## config.mk

```make
export PLATFORM = sky130hd
export DESIGN_NAME = alu_responder
export DESIGN_NICKNAME = d
export VERILOG_FILES = /design/src/rtl/alu_pkg.sv /design/src/rtl/alu_rsp_fifo.sv /design/src/rtl/alu_responder.sv
export SDC_FILE = /design/constraint.sdc
export NUM_CORES = 1
export LEC_CHECK = 0
export CORE_MARGIN = 2
export CORE_UTILIZATION = 55
export DETAILED_ROUTE_END_ITERATION = 7
export PLACE_DENSITY_LB_ADDON = 0.3
export SETUP_SLACK_MARGIN = 0.5
export SLEW_MARGIN = 25
export SYNTH_ARGS = -nofsm -noshare
export SYNTH_HDL_FRONTEND = slang
export SYNTH_HIERARCHICAL = 1
export SYNTH_SLANG_ARGS = --single-unit
```

## constraint.sdc

```tcl
create_clock -name clk -period 5.25 [get_ports clk]
set_clock_uncertainty 0.05 [all_clocks]
set_input_delay 1.05 -clock clk [delete_from_list [all_inputs] [get_ports clk]]
set_output_delay 1.05 -clock clk [all_outputs]
set_load 0.005 [all_outputs]
```

## src/rtl/alu_pkg.sv

```systemverilog
// alu_pkg: opcodes and response-entry layout shared by the ALU responder and its benches; ALU_OVF_EN adds the overflow bit
package alu_pkg;
  localparam logic [2:0] OP_AND = 3'b000;
  localparam logic [2:0] OP_OR  = 3'b001;
  localparam logic [2:0] OP_ADD = 3'b010;
  localparam logic [2:0] OP_SUB = 3'b110;
  localparam logic [2:0] OP_SLT = 3'b111;
`ifdef ALU_OVF_EN
  localparam int OVF_W = 1;
`else
  localparam int OVF_W = 0;
`endif
  // Entry layout, LSB first: z[w], tag[tagw], ex, err, then ovf when enabled
  function automatic int rsp_entry_w(input int w, input int tagw);
    return w + tagw + 2 + OVF_W;
  endfunction
endpackage

```

## src/rtl/alu_rsp_fifo.sv

```systemverilog
// alu_rsp_fifo: parameterised synchronous FIFO with combinational head, power-of-two depth
module alu_rsp_fifo #(
  parameter int WIDTH = 8,
  parameter int DEPTH = 2
) (
  input  logic                       clk,
  input  logic                       reset,
  input  logic                       push,
  input  logic [WIDTH-1:0]           din,
  input  logic                       pop,
  output logic [WIDTH-1:0]           dout,
  output logic [$clog2(DEPTH):0]     count,
  output logic                       full,
  output logic                       empty
);
  localparam int AW = $clog2(DEPTH);
  localparam int CW = AW + 1;
  logic [WIDTH-1:0] mem_q [DEPTH];
  logic [AW-1:0] wr_ptr_q, wr_ptr_d, rd_ptr_q, rd_ptr_d;
  logic [CW-1:0] count_q, count_d;
  logic do_push, do_pop;
  assign full  = count_q == CW'(DEPTH);
  assign empty = count_q == '0;
  assign count = count_q;
  assign dout  = mem_q[rd_ptr_q];
  assign do_push = push && !full;
  assign do_pop  = pop && !empty;
  always_comb begin
    wr_ptr_d = wr_ptr_q + AW'(do_push);
    rd_ptr_d = rd_ptr_q + AW'(do_pop);
    count_d  = count_q + CW'(do_push) - CW'(do_pop);
  end
  always_ff @(posedge clk) begin
    if (reset) begin
      wr_ptr_q <= '0;
      rd_ptr_q <= '0;
      count_q  <= '0;
    end else begin
      wr_ptr_q <= wr_ptr_d;
      rd_ptr_q <= rd_ptr_d;
      count_q  <= count_d;
    end
  end
  always_ff @(posedge clk) begin
    if (do_push) mem_q[wr_ptr_q] <= din;
  end
endmodule

```

## src/rtl/alu_responder.sv

```systemverilog
// alu_responder: valid/ready ALU service end with one operand stage and a response FIFO
// Build option: define ALU_OVF_EN to add the per-response signed overflow flag rsp_ovf.
module alu_responder
  import alu_pkg::*;
#(
  parameter int W     = 32,
  parameter int TAGW  = 4,
  parameter int DEPTH = 2
) (
  input  logic            clk,
  input  logic            reset,
  input  logic            req_valid,
  output logic            req_ready,
  input  logic [W-1:0]    req_a,
  input  logic [W-1:0]    req_b,
  input  logic [2:0]      req_op,
  input  logic [TAGW-1:0] req_tag,
  output logic            rsp_valid,
  input  logic            rsp_ready,
  output logic [W-1:0]    rsp_z,
  output logic            rsp_ex,
  output logic            rsp_err,
  output logic [TAGW-1:0] rsp_tag
`ifdef ALU_OVF_EN
  ,
  output logic            rsp_ovf
`endif
);
  localparam int EW = rsp_entry_w(W, TAGW);
  localparam int CW = $clog2(DEPTH) + 1;
  logic            s1_valid_q, s1_valid_d;
  logic [W-1:0]    s1_a_q, s1_a_d, s1_b_q, s1_b_d;
  logic [2:0]      s1_op_q, s1_op_d;
  logic [TAGW-1:0] s1_tag_q, s1_tag_d;
  logic [EW-1:0]   last_q, last_d, push_data, head, out;
  logic [CW-1:0]   count;
  logic            full, empty, accept, pop;
  logic [W-1:0]    sum, diff, z;
  logic            ex, err;
`ifdef ALU_OVF_EN
  logic            ovf;
`endif
  // Credit covers the result already in flight in S1, so S1 can always push
  assign req_ready = (count + CW'(s1_valid_q)) < CW'(DEPTH);
  assign accept    = req_valid && req_ready;
  assign rsp_valid = !empty;
  assign pop       = rsp_valid && rsp_ready;
  always_comb begin
    sum  = s1_a_q + s1_b_q;
    diff = s1_a_q - s1_b_q;
    z = s1_op_q == OP_AND ? s1_a_q & s1_b_q :
        s1_op_q == OP_OR  ? s1_a_q | s1_b_q :
        s1_op_q == OP_ADD ? sum :
        s1_op_q == OP_SUB ? diff :
        s1_op_q == OP_SLT ? {{(W-1){1'b0}}, $signed(s1_a_q) < $signed(s1_b_q)} : '0;
    err = !(s1_op_q inside {OP_AND, OP_OR, OP_ADD, OP_SUB, OP_SLT});
    ex  = z == '0;
`ifdef ALU_OVF_EN
    ovf = (s1_op_q == OP_ADD && s1_a_q[W-1] == s1_b_q[W-1] && sum[W-1] != s1_a_q[W-1]) ||
          (s1_op_q == OP_SUB && s1_a_q[W-1] != s1_b_q[W-1] && diff[W-1] != s1_a_q[W-1]);
    push_data = {ovf, err, ex, s1_tag_q, z};
`else
    push_data = {err, ex, s1_tag_q, z};
`endif
  end
  alu_rsp_fifo #(.WIDTH(EW), .DEPTH(DEPTH)) u_fifo (
    .clk   (clk),
    .reset (reset),
    .push  (s1_valid_q && !full),
    .din   (push_data),
    .pop   (pop),
    .dout  (head),
    .count (count),
    .full  (full),
    .empty (empty)
  );
  // Outputs show the last consumed entry while the FIFO is empty
  always_comb begin
    s1_valid_d = accept;
    s1_a_d     = accept ? req_a : s1_a_q;
    s1_b_d     = accept ? req_b : s1_b_q;
    s1_op_d    = accept ? req_op : s1_op_q;
    s1_tag_d   = accept ? req_tag : s1_tag_q;
    last_d     = pop ? head : last_q;
    out        = empty ? last_q : head;
  end
  assign rsp_z   = out[W-1:0];
  assign rsp_tag = out[W+TAGW-1:W];
  assign rsp_ex  = out[W+TAGW];
  assign rsp_err = out[W+TAGW+1];
`ifdef ALU_OVF_EN
  assign rsp_ovf = out[EW-1];
`endif
  always_ff @(posedge clk) begin
    if (reset) begin
      s1_valid_q <= 1'b0;
      s1_a_q     <= '0;
      s1_b_q     <= '0;
      s1_op_q    <= '0;
      s1_tag_q   <= '0;
      last_q     <= '0;
    end else begin
      s1_valid_q <= s1_valid_d;
      s1_a_q     <= s1_a_d;
      s1_b_q     <= s1_b_d;
      s1_op_q    <= s1_op_d;
      s1_tag_q   <= s1_tag_d;
      last_q     <= last_d;
    end
  end
endmodule

```

## Word-level counts from Yosys, hierarchy flattened

Memories as Yosys holds them, arrays and structs flattened. A register that Yosys moved wholly into a read port is not among the register bits.
Cells that the tools add are included.

- Add/sub/neg operators: 7
- Bitwise gates (word level): 2
- $lt $le $gt $ge: 2
- Reductions and logical operators: 12
- Multiplexer cells: 9
- Equal/unequal tests: 5

Operators by type and width:

| operator | count |
|---|---|
| two-way mux 32 bit | 4 |
| two-way mux 38 bit | 1 |
| adder 32 bit | 1 |
| bitwise AND 32 bit | 1 |
| logical NOT 32 bit | 1 |
| less-than comparator 32 bit | 1 |
| bitwise OR 32 bit | 1 |
| subtractor 32 bit | 1 |
| == test 3 bit (second input constant) | 2 |
| logical AND 1 bit | 5 |
| nonzero test 5 bit | 1 |
| adder 2 x 1 -> 2 bit | 2 |
| two-way mux 1 bit | 4 |
| == test 3 x 1 -> 1 bit (second input constant) | 1 |
| == test 3 x 2 -> 1 bit (second input constant) | 1 |
| logical NOT 1 bit | 3 |
| logical NOT 3 bit | 1 |
| adder 1 bit | 2 |
| == test 2 bit (second input constant) | 1 |
| logical NOT 2 bit | 1 |
| less-than comparator 2 bit (second input constant) | 1 |
| subtractor 2 x 1 -> 2 bit | 1 |

- Word-level logic and storage cells: 47
- Memories: 1
- Memory bits (writable): 76
- Register bits: 114
- Input bits: 75
- Output and inout bits: 40

Memory list:

| name | words | bits a word | read ports | clocked after memory_dff | wr ports | RTL line | source |
|---|---|---|---|---|---|---|---|
| u_fifo.mem_q | 2 | 38 | 1 | 1 | 1 | alu_rsp_fifo.sv:18 | `logic [WIDTH-1:0] mem_q [DEPTH];` |

## Logic depth before layout (Yosys ltp)

Gate-level depths: netlist of the first run.

- Depth in word-level cells: 7
- Depth in mapped cells: 15
- Depth with buffers taken out: 15

## By module

Netlist of the first run, hierarchy kept.

By module, submodules not included:

| module | cells each | area an instance (um^2) | times used |
|---|---|---|---|
| alu_responder | 1329 | 9328.9 | 1 |
| alu_rsp_fifo | 141 | 2966.6 | 1 |

## Worst setup path before layout of the first run

No wires, ideal clock.

- Path type: register to register
- From: register s1_b_q[0]
- To: memory u_fifo/mem_q[0][36] (netlist name), data pin
- Arrival time: 3.724 ns
- Stages on the path, launching flop included: 15
- Library setup time: 0.182 ns
- Slack: 1.294 ns
- Cell sequence: dfxtp_1 -> ha_1 -> inv_1 -> fa_1 -> nor2b_1 -> o2111a_1 -> nor3_2 -> o21ai_1 -> xnor2_1 -> o22ai_1 -> or4_1 -> or4_1 -> or4_1 -> or4_1 -> nor4_2

- Elaborated cells on any way between the ends: 11
- Those cells by class: add/sub (2); order compare (1); mux (5); bitwise (2); reduce/logical (1)

RTL lines:

| what | RTL line | source |
|---|---|---|
| from (decl) | alu_responder.sv:32 | `logic [W-1:0] s1_a_q, s1_a_d, s1_b_q, s1_b_d;` |
| from (signal assigned) | alu_responder.sv:98 | `s1_b_q <= '0;` |
| from (signal assigned) | alu_responder.sv:105 | `s1_b_q <= s1_b_d;` |
| subtractor 32 bit | alu_responder.sv:50 | `diff = s1_a_q - s1_b_q;` |
| two-way mux 32 bit | alu_responder.sv:54 | `s1_op_q == OP_SUB ? diff :` |
| two-way mux 32 bit (*) | alu_responder.sv:53 | `s1_op_q == OP_ADD ? sum :` |
| two-way mux 32 bit (*) | alu_responder.sv:52 | `s1_op_q == OP_OR ? s1_a_q \| s1_b_q :` |
| two-way mux 32 bit (*) | alu_responder.sv:51 | `z = s1_op_q == OP_AND ? s1_a_q & s1_b_q :` |
| named net z[6] | alu_responder.sv:38 | `logic [W-1:0] sum, diff, z;` |
| logical NOT 32 bit (*) | alu_responder.sv:57 | `ex = z == '0;` |
| named net ex | alu_responder.sv:39 | `logic ex, err;` |
| to (decl) | alu_rsp_fifo.sv:18 |  |

Mark *: on every way through the listed nets, which the timed path passes. The rest lies on a longest branch.

## Final worst setup path of the first run

- From: register s1_b_q[0]
- To: memory u_fifo/mem_q[1][36] (netlist name), data pin

Same word-level chain as after synthesis.

==> run summary, run 1 <==
OUTCOME
--------------------------------------------------------------------------------------------------
Result of the run ................................................................... complete, no violations

YOSYS
--------------------------------------------------------------------------------------------------
Cell count after synthesis ..........................................................        1,470
Adder and majority cell fraction of the synthesized area ............................        0.105
Most numerous cell types in the synthesized netlist ................................. sky130_fd_sc_hd__nand2_1, sky130_fd_sc_hd__a21oi_1, sky130_fd_sc_hd__inv_1, sky130_fd_sc_hd__dfxtp_1, sky130_fd_sc_hd__ha_1
Post-synthesis instance area ........................................................  12,300 um^2
Area share of xor/xnor cells in the synthesized design ..............................       0.0189
Share of the synthesized area in compound gates (AO/OA/AOI/OAI) .....................        0.179
Number of distinct library cell variants in the gate-level netlist after synthesis ..           73
Dominant register cell in the synthesized netlist ................................... sky130_fd_sc_hd__dfxtp_1
Yosys synthesis warning count .......................................................            6
Mux share of post-synthesis cell area ...............................................       0.0902
Area share of and/or/nand/nor cells after synthesis .................................        0.169
Most repeated cell in the gate-level netlist after synthesis ........................ sky130_fd_sc_hd__nand2_1
Fraction of the yosys area taken by sequential cells ................................        0.371
Avg Synthesized Cell Area ...........................................................    8.36 um^2
Post-synth EDFFs ....................................................................           76
Area fraction of the dominant cell type after synthesis .............................        0.186
Largest family of logic cells by synthesized area ................................... compound AO/OA/AOI/OAI gates
Number of nets in the synthesized netlist ...........................................        1,647
Number of register bits inferred by synthesis .......................................          190
Share of synthesized flip-flops with an asynchronous set or reset ...................            0
Cell taking the most area after synthesis ........................................... sky130_fd_sc_hd__dfxtp_1
Synth area leaders .................................................................. sky130_fd_sc_hd__dfxtp_1, sky130_fd_sc_hd__edfxtp_1, sky130_fd_sc_hd__ha_1

ROUTE
--------------------------------------------------------------------------------------------------
Detail Route Antenna Nets ...........................................................            0
Via/cell ratio ......................................................................         5.94
Remaining design rule violation count ...............................................            0
Drt wl/cell .........................................................................      18.7 um
Sum of routed wire length over all layers ...........................................    34,100 um
Starting DRT DRC Count ..............................................................          917
Count of TritonRoute iterations in the first routing pass ...........................            5
Routed via count ....................................................................       10,800

GRT
--------------------------------------------------------------------------------------------------
First-pass GRT wire length ..........................................................    54,600 um
Via count of the first global-routing pass ..........................................       10,400
All-layer global routing usage ......................................................        0.286
Antenna violations before repair ....................................................            0
Overall overflow remaining after global route .......................................            0
Maximum number of pins on one net before global-route repair ........................           61

CRITICAL PATH
--------------------------------------------------------------------------------------------------
Highest net fanout along the worst path .............................................            4
Nature of the critical path endpoint ................................................     register
Startpoint types ....................................................................     register
Slowest cell delay on critical path .................................................      0.55 ns
Library cell contributing the largest single delay on the critical path ............. sky130_fd_sc_hd__or4_1
Data required time at the worst endpoint ............................................      5.45 ns
Category of the critical setup timing path .......................................... register to register
Most common cell on crit path ....................................................... sky130_fd_sc_hd__or4_1
Data arrival time of the worst path .................................................      4.72 ns
CP cell instances ................................................................... ha_1 -> inv_1 -> fa_1 -> nor2b_2 -> o2111a_2 -> nor3_2 -> o21ai_1 -> xnor2_1 -> o22ai_1 -> or4_1 -> or4_1 -> or4_1 -> or4_1 -> nor4_2

CTS
--------------------------------------------------------------------------------------------------
Clk sinks ...........................................................................          190
Clock buffer count from CTS .........................................................           17
Maximum clock path buffer count .....................................................            2
Cell at the root of the clock tree .................................................. sky130_fd_sc_hd__clkbuf_16
TritonCTS clock tree ................................................................        built
Clock latency of the later-clocked register in the worst-skew pair ..................      0.44 ns
Maximum level of the CTS H-tree .....................................................            4
Clock transition time at the flip-flop clock pins of the worst setup and hold paths .      0.08 ns
Post-CTS setup buffers ..............................................................            0

PWR
--------------------------------------------------------------------------------------------------
Leak ................................................................................      5.41 nW
Total power density per cell area ...................................................  346 nW/um^2
Overall power consumption ...........................................................      4.91 mW
Worst supply voltage drop on vdd ....................................................     0.207 mV

LAYOUT
--------------------------------------------------------------------------------------------------
Share of final-layout standard cells stronger than drive strength 1 .................       0.0950
Multi-input gate area ...............................................................    6930 um^2
Net count of the finished layout ....................................................        1,711
Final Cell Area .....................................................................  14,200 um^2
Number of inserted filler cells in the final layout .................................        1,855
N_diodes ............................................................................            0
Area occupied by registers ..........................................................    4570 um^2
Layout overhead on the synthesized area .............................................        15.4%

STA
--------------------------------------------------------------------------------------------------
Clock period minus final worst setup slack ..........................................      4.53 ns
Total Negative Setup Slacks .........................................................         0 ns
Headroom to the max-slew limit ......................................................        0.284
Part of the cycle the worst path needs ..............................................        0.862
Final setup viols ...................................................................            0
Setup repair after global routing missed its margin .................................        false
Highest clock frequency the design can meet .........................................    0.221 GHz
Number of max-slew violations in the final report ...................................            0
Number of hold violations in the final report .......................................            0
Hold Slack ..........................................................................     0.403 ns
Slew @ Worst Pin ....................................................................      1.07 ns

FLOORPLAN
--------------------------------------------------------------------------------------------------
Starting density of the core ........................................................        0.562
Num ports ...........................................................................          115
Area inside the core boundary .......................................................  21,900 um^2
Overall die area ....................................................................  23,600 um^2
Die height ..........................................................................       154 um
Cell Rows ...........................................................................           54
Horizontal extent of the die ........................................................       154 um

PLACE
--------------------------------------------------------------------------------------------------
Routability congestion estimate from global placement ...............................        0.957
Post-placement cell area ............................................................  13,600 um^2
Sum of net half-perimeters after detailed placement .................................    24,900 um
PortBufs ............................................................................          114

MIN PATH
--------------------------------------------------------------------------------------------------
Tightest Hold Check Type ............................................................ register to register

JOB
--------------------------------------------------------------------------------------------------
Max Cap Viol ........................................................................            0

-- state kept, by name, indices dropped and copies added, names as in the netlist --
signal and count:
last_q 38, s1_a_q 32, s1_b_q 32, s1_op_q 3, s1_tag_q 4, s1_valid_q 1, u_fifo/count 2, u_fifo/mem_q 76
u_fifo/rd_ptr_q 1, u_fifo/wr_ptr_q 1
-- cell usage in the layout, fill, tap and decap left out, types with 7 or more instances in the layout --
| cell | count |
|---|---|
| sky130_fd_sc_hd__o21ai_0 | 57 |
| sky130_fd_sc_hd__buf_4 | 19 |
| sky130_fd_sc_hd__nor2b_1 | 17 |
| sky130_fd_sc_hd__xnor2_1 | 21 |
| sky130_fd_sc_hd__dfxtp_1 | 113 |
| sky130_fd_sc_hd__a21oi_1 | 173 |
| sky130_fd_sc_hd__o211ai_1 | 14 |
| sky130_fd_sc_hd__or3_1 | 7 |
| sky130_fd_sc_hd__o31ai_1 | 15 |
| sky130_fd_sc_hd__a31oi_1 | 11 |
| sky130_fd_sc_hd__nand2_1 | 280 |
| sky130_fd_sc_hd__inv_1 | 122 |
| sky130_fd_sc_hd__a211oi_1 | 9 |
| sky130_fd_sc_hd__or4_1 | 8 |
| sky130_fd_sc_hd__o22ai_1 | 22 |
| sky130_fd_sc_hd__clkdlybuf4s50_1 | 113 |
| sky130_fd_sc_hd__clkbuf_16 | 17 |
| sky130_fd_sc_hd__mux2i_1 | 23 |
| sky130_fd_sc_hd__ha_1 | 99 |
| sky130_fd_sc_hd__nand2b_1 | 7 |
| sky130_fd_sc_hd__edfxtp_1 | 76 |
| sky130_fd_sc_hd__nand3_1 | 17 |
| sky130_fd_sc_hd__nor3_1 | 25 |
| sky130_fd_sc_hd__nand4_1 | 12 |
| sky130_fd_sc_hd__mux2_2 | 78 |
| sky130_fd_sc_hd__nor2_1 | 71 |
| sky130_fd_sc_hd__nor4_1 | 9 |
-- report_power, final --
part           total, mW  switching [mW]  internal (mW)
registers           1.80          0.0892           1.71
logic               1.80            1.04          0.766
clock network       1.31           0.665          0.644
-- per-stage QoR --
stage               setup slack [ns]   util  cells
floorplan                       1.29      -   1470
global placement               0.766  0.620   1795
detailed placement             0.744  0.620   1795
CTS                            0.704  0.648   1827
global route                   0.504  0.648   1827
finish                         0.723  0.648   1827
-- cell type report --
type,count,area share
Clock inverter,14,0.0122
Sequential cell,190,0.322
Inverter,125,0.0331
Clock buffer,18,0.0302
Multi-Input combinational cell,1068,0.488
Tap cell,280,0.0247
Timing Repair Buffer,132,0.0897
-- worst paths after layout --
path / from / endpoint / slack, ns / cells past startpoint
setup / recovery: s1_b_q[0] / u_fifo/mem_q[1][36] / 0.72 / 14
hold / removal: last_q[0] / last_q[0] / 0.40 / 2
hold reg to reg: last_q[0] / last_q[0] / 0.40 / 2
setup reg to reg: s1_b_q[0] / u_fifo/mem_q[1][36] / 0.72 / 14
-- layer usage --
metal	part of all wire	GRT usage	wire length, um
met1	0.46	0.413	15800
met2	0.45	0.454	15500
met3	0.060	0.0330	2050
met4	0.021	0.0852	703
met5	0	0	0
-- logic make-up (layout without fill, tap and decap cells) --
group | Yosys count | after routing
compound gates | 366 | 366
xor+xnor | 25 | 25
fa+ha+maj | 102 | 102
buf+inv | 212 | 289
flops | 190 | 190
mux | 101 | 101
simple gates | 474 | 474
-- critical path: cells and delay by family, from the launching register on --
family	cells	cell delay, ns
XOR/XNOR	1	0.16
AND/OR/NAND/NOR	7	2.50
flip-flops	1	0.38
adder cells (fa/ha/maj)	2	0.62
AO/OA/AOI/OAI	3	0.56
buffers and inverters	1	0.07
-- repair_timing --
item,4_1_cts,5_1_grt
hold buffers,0,0
endpoints found under the setup margin,0,2
resized for setup,0,6
No activity file was read; power rests on OpenSTA's default activity.
==> inputs of run 2 (changes only) <==
--- a/config.mk
+++ b/config.mk
@@ -5,6 +5,8 @@
 export SDC_FILE = /design/constraint.sdc
 export NUM_CORES = 1
 export LEC_CHECK = 0
+export ABC_CLOCK_PERIOD_IN_PS = 5250
+export CAP_MARGIN = 30
 export CORE_MARGIN = 2
 export CORE_UTILIZATION = 55
 export DETAILED_ROUTE_END_ITERATION = 7
==> run summary, run 2 (same netlist as run 1, synthesis figures left out) <==
CRITICAL PATH
--------------------------------------------------------------------------------------------------
Startpoint types ....................................................................     register   unchanged
Register-to-register setup slack ....................................................      0.72 ns   about the same
Data arrival time of the worst path .................................................      4.73 ns   was 4.72 ns
Data required time at the worst endpoint ............................................      5.45 ns   about the same
Start point of the critical path ....................................................    s1_b_q[0]   unchanged
Highest net fanout along the worst path .............................................            4   unchanged
Endpoint of the worst setup timing path ............................................. u_fifo/mem_q[1][36]   unchanged
Beginning of the worst register-to-register path ....................................    s1_b_q[0]   unchanged
Category of the critical setup timing path .......................................... register to register   unchanged
Reg-to-Reg End ...................................................................... u_fifo/mem_q[1][36]   unchanged
Nature of the critical path endpoint ................................................     register   unchanged
Number of cells on the worst reg-to-reg path ........................................           14   unchanged

LAYOUT
--------------------------------------------------------------------------------------------------
Largest registers ................................................................... u_fifo/mem_q: 76 flops, last_q: 38 flops   unchanged
Most common cell after layout, fill and taps aside .................................. sky130_fd_sc_hd__nand2_1   unchanged
Max reg flops .......................................................................           76   unchanged
Biggest register .................................................................... u_fifo/mem_q   unchanged
Share of final-layout standard cells stronger than drive strength 1 .................       0.0956   was 0.0950
Top library cells by usage in the layout, fill and taps aside ....................... sky130_fd_sc_hd__nand2_1, sky130_fd_sc_hd__a21oi_1, sky130_fd_sc_hd__inv_1, sky130_fd_sc_hd__clkdlybuf4s50_1, sky130_fd_sc_hd__dfxtp_1   unchanged
Final Cell Area .....................................................................  14,200 um^2   about the same
Net count of the finished layout ....................................................        1,712   was 1,711
Core Util, Final ....................................................................        0.649   was 0.648
N_diodes ............................................................................            0   unchanged
Layout overhead on the synthesized area .............................................        15.5%   was 15.4%

CTS
--------------------------------------------------------------------------------------------------
Cell at the root of the clock tree .................................................. sky130_fd_sc_hd__clkbuf_16   unchanged
Clock buffer count from CTS .........................................................           17   unchanged
Maximum level of the CTS H-tree .....................................................            4   unchanged
Maximum clock path buffer count .....................................................            2   unchanged
Clk sinks ...........................................................................          190   unchanged
Clock transition time at the flip-flop clock pins of the worst setup and hold paths .      0.08 ns   about the same
TritonCTS clock tree ................................................................        built   unchanged
Clock latency of the later-clocked register in the worst-skew pair ..................      0.44 ns   about the same

ROUTE
--------------------------------------------------------------------------------------------------
Via/cell ratio ......................................................................         5.97   was 5.94
Drt wl/cell .........................................................................      18.6 um   was 18.7 um
Count of TritonRoute iterations in the first routing pass ...........................            6   was 5
Remaining design rule violation count ...............................................            0   unchanged
Routed via count ....................................................................       10,900   was 10,800
Detail Route Antenna Nets ...........................................................            0   unchanged
Starting DRT DRC Count ..............................................................          961   was 917
Sum of routed wire length over all layers ...........................................    34,100 um   about the same

PLACE
--------------------------------------------------------------------------------------------------
Sum of net half-perimeters after detailed placement .................................    24,900 um   unchanged
Routability congestion estimate from global placement ...............................        0.957   unchanged
Post-placement cell area ............................................................  13,600 um^2   unchanged
PortBufs ............................................................................          114   unchanged

STA
--------------------------------------------------------------------------------------------------
Part of the cycle the worst path needs ..............................................        0.863   was 0.862
Highest clock frequency the design can meet .........................................    0.221 GHz   about the same
Headroom to the max-slew limit ......................................................        0.403   was 0.284
Total Negative Setup Slacks .........................................................         0 ns   unchanged
Number of max-slew violations in the final report ...................................            0   unchanged
Clock period minus final worst setup slack ..........................................      4.53 ns   about the same
Number of hold violations in the final report .......................................            0   unchanged
Slew @ Worst Pin ....................................................................     0.891 ns   was 1.07 ns
Final setup viols ...................................................................            0   unchanged
Setup repair after global routing missed its margin .................................        false   unchanged

FLOORPLAN
--------------------------------------------------------------------------------------------------
Num ports ...........................................................................          115   unchanged
Starting density of the core ........................................................        0.562   unchanged
Horizontal extent of the die ........................................................       154 um   unchanged
Overall die area ....................................................................  23,600 um^2   unchanged
Die height ..........................................................................       154 um   unchanged
Area inside the core boundary .......................................................  21,900 um^2   unchanged
Cell Rows ...........................................................................           54   unchanged

PWR
--------------------------------------------------------------------------------------------------
Combinational group share of total power ............................................        0.367   about the same
Switching Fraction ..................................................................        0.365   about the same
Worst supply voltage drop on vdd ....................................................     0.206 mV   was 0.207 mV
Leak ................................................................................      5.41 nW   about the same
Part of the total power dissipated in the clock network .............................        0.267   was 0.266
Switching Power .....................................................................      1.79 mW   about the same
Pint ................................................................................      3.12 mW   about the same
Total power density per cell area ...................................................  346 nW/um^2   about the same
Sequential group share of total power ...............................................        0.366   was 0.367

JOB
--------------------------------------------------------------------------------------------------
Max Cap Viol ........................................................................            0   unchanged

GRT
--------------------------------------------------------------------------------------------------
All-layer global routing usage ......................................................        0.286   unchanged
Overall overflow remaining after global route .......................................            0   unchanged
First-pass GRT wire length ..........................................................    54,600 um   unchanged
Antenna violations before repair ....................................................            0   unchanged
Maximum number of pins on one net before global-route repair ........................           61   unchanged
Via count of the first global-routing pass ..........................................       10,400   unchanged

MIN PATH
--------------------------------------------------------------------------------------------------
Tightest Hold Check Type ............................................................ register to register   unchanged

OUTCOME
--------------------------------------------------------------------------------------------------
Result of the run ................................................................... complete, no violations   unchanged

==> run 2: per-layer routing <==
layer | wire (um) | share of wire | vias to the layer above | GRT usage
li1 | - | - | 5239 | -
met1 | 15800 | 0.46 | 5196 | 0.413
met2 | 15500 | 0.45 | 427 | 0.454
met3 | 2040 | 0.060 | 60 | 0.0330
met4 | 812 | 0.024 | 0 | 0.0852
met5 | 0 | 0 | - | 0
==> run 2: worst min-delay path by stage <==
stage,startpoint,to,slack (ns),depth (start not counted)
floorplan,s1_tag_q[0],u_fifo/mem_q[0][32],0.38,0
global placement,s1_tag_q[1],u_fifo/mem_q[0][33],0.38,0
detailed placement,s1_tag_q[2],u_fifo/mem_q[0][34],0.39,0
CTS,last_q[0],last_q[0],0.41,2
global route,last_q[16],last_q[16],0.43,2
finish,last_q[0],last_q[0],0.40,2
==> run 2: power by group through the flow <==
stage          logic (mW)  clock network, mW  registers [mW]
2_1_floorplan        1.17                  0            1.80
5_1_grt              1.97               1.38            1.82
4_1_cts              1.78               1.32            1.80
3_3_place_gp         1.76                  0            1.82
6_report             1.80               1.31            1.80
3_5_place_dp         1.77                  0            1.84
==> run 2: stage by stage <==
step	hold slack (ns)	total power [mW]	cells	setup slack, ns
2_1_floorplan	0.375	2.97	1470	1.29
3_3_place_gp	0.378	3.58	1795	0.766
3_5_place_dp	0.392	3.61	1795	0.744
4_1_cts	0.407	4.91	1827	0.704
5_1_grt	0.427	5.17	1828	0.504
6_report	0.404	4.92	1828	0.719
==> run 2: repair_timing <==
item,CTS,global route
setup buffers,0,0
hold buffers,0,0
hold endpoints to repair,0,0
endpoints found under the setup margin,0,2
gates resized for setup,0,6
==> run 2: area by class of cell <==
cell class	count	area (um^2)
well taps	280	350
multi-input cells	1068	6930
repair buffers	133	1280
clock buffers	18	429
clock inverters	14	173
fillers	1855	7690
flip-flops and latches	190	4570
inverters	125	469
==> run 2: worst max-delay path, cell delays in order (launching register included) <==
cell                       delay (ns)
sky130_fd_sc_hd__dfxtp_1         0.38
sky130_fd_sc_hd__ha_1            0.23
sky130_fd_sc_hd__inv_1           0.07
sky130_fd_sc_hd__fa_1            0.40
sky130_fd_sc_hd__nor2b_2         0.16
sky130_fd_sc_hd__o2111a_2        0.24
sky130_fd_sc_hd__nor3_2          0.04
sky130_fd_sc_hd__o21ai_1         0.15
sky130_fd_sc_hd__xnor2_1         0.16
sky130_fd_sc_hd__o22ai_1         0.16
sky130_fd_sc_hd__or4_1           0.55
sky130_fd_sc_hd__or4_1           0.47
sky130_fd_sc_hd__or4_1           0.45
sky130_fd_sc_hd__or4_1           0.52
sky130_fd_sc_hd__nor4_2          0.31
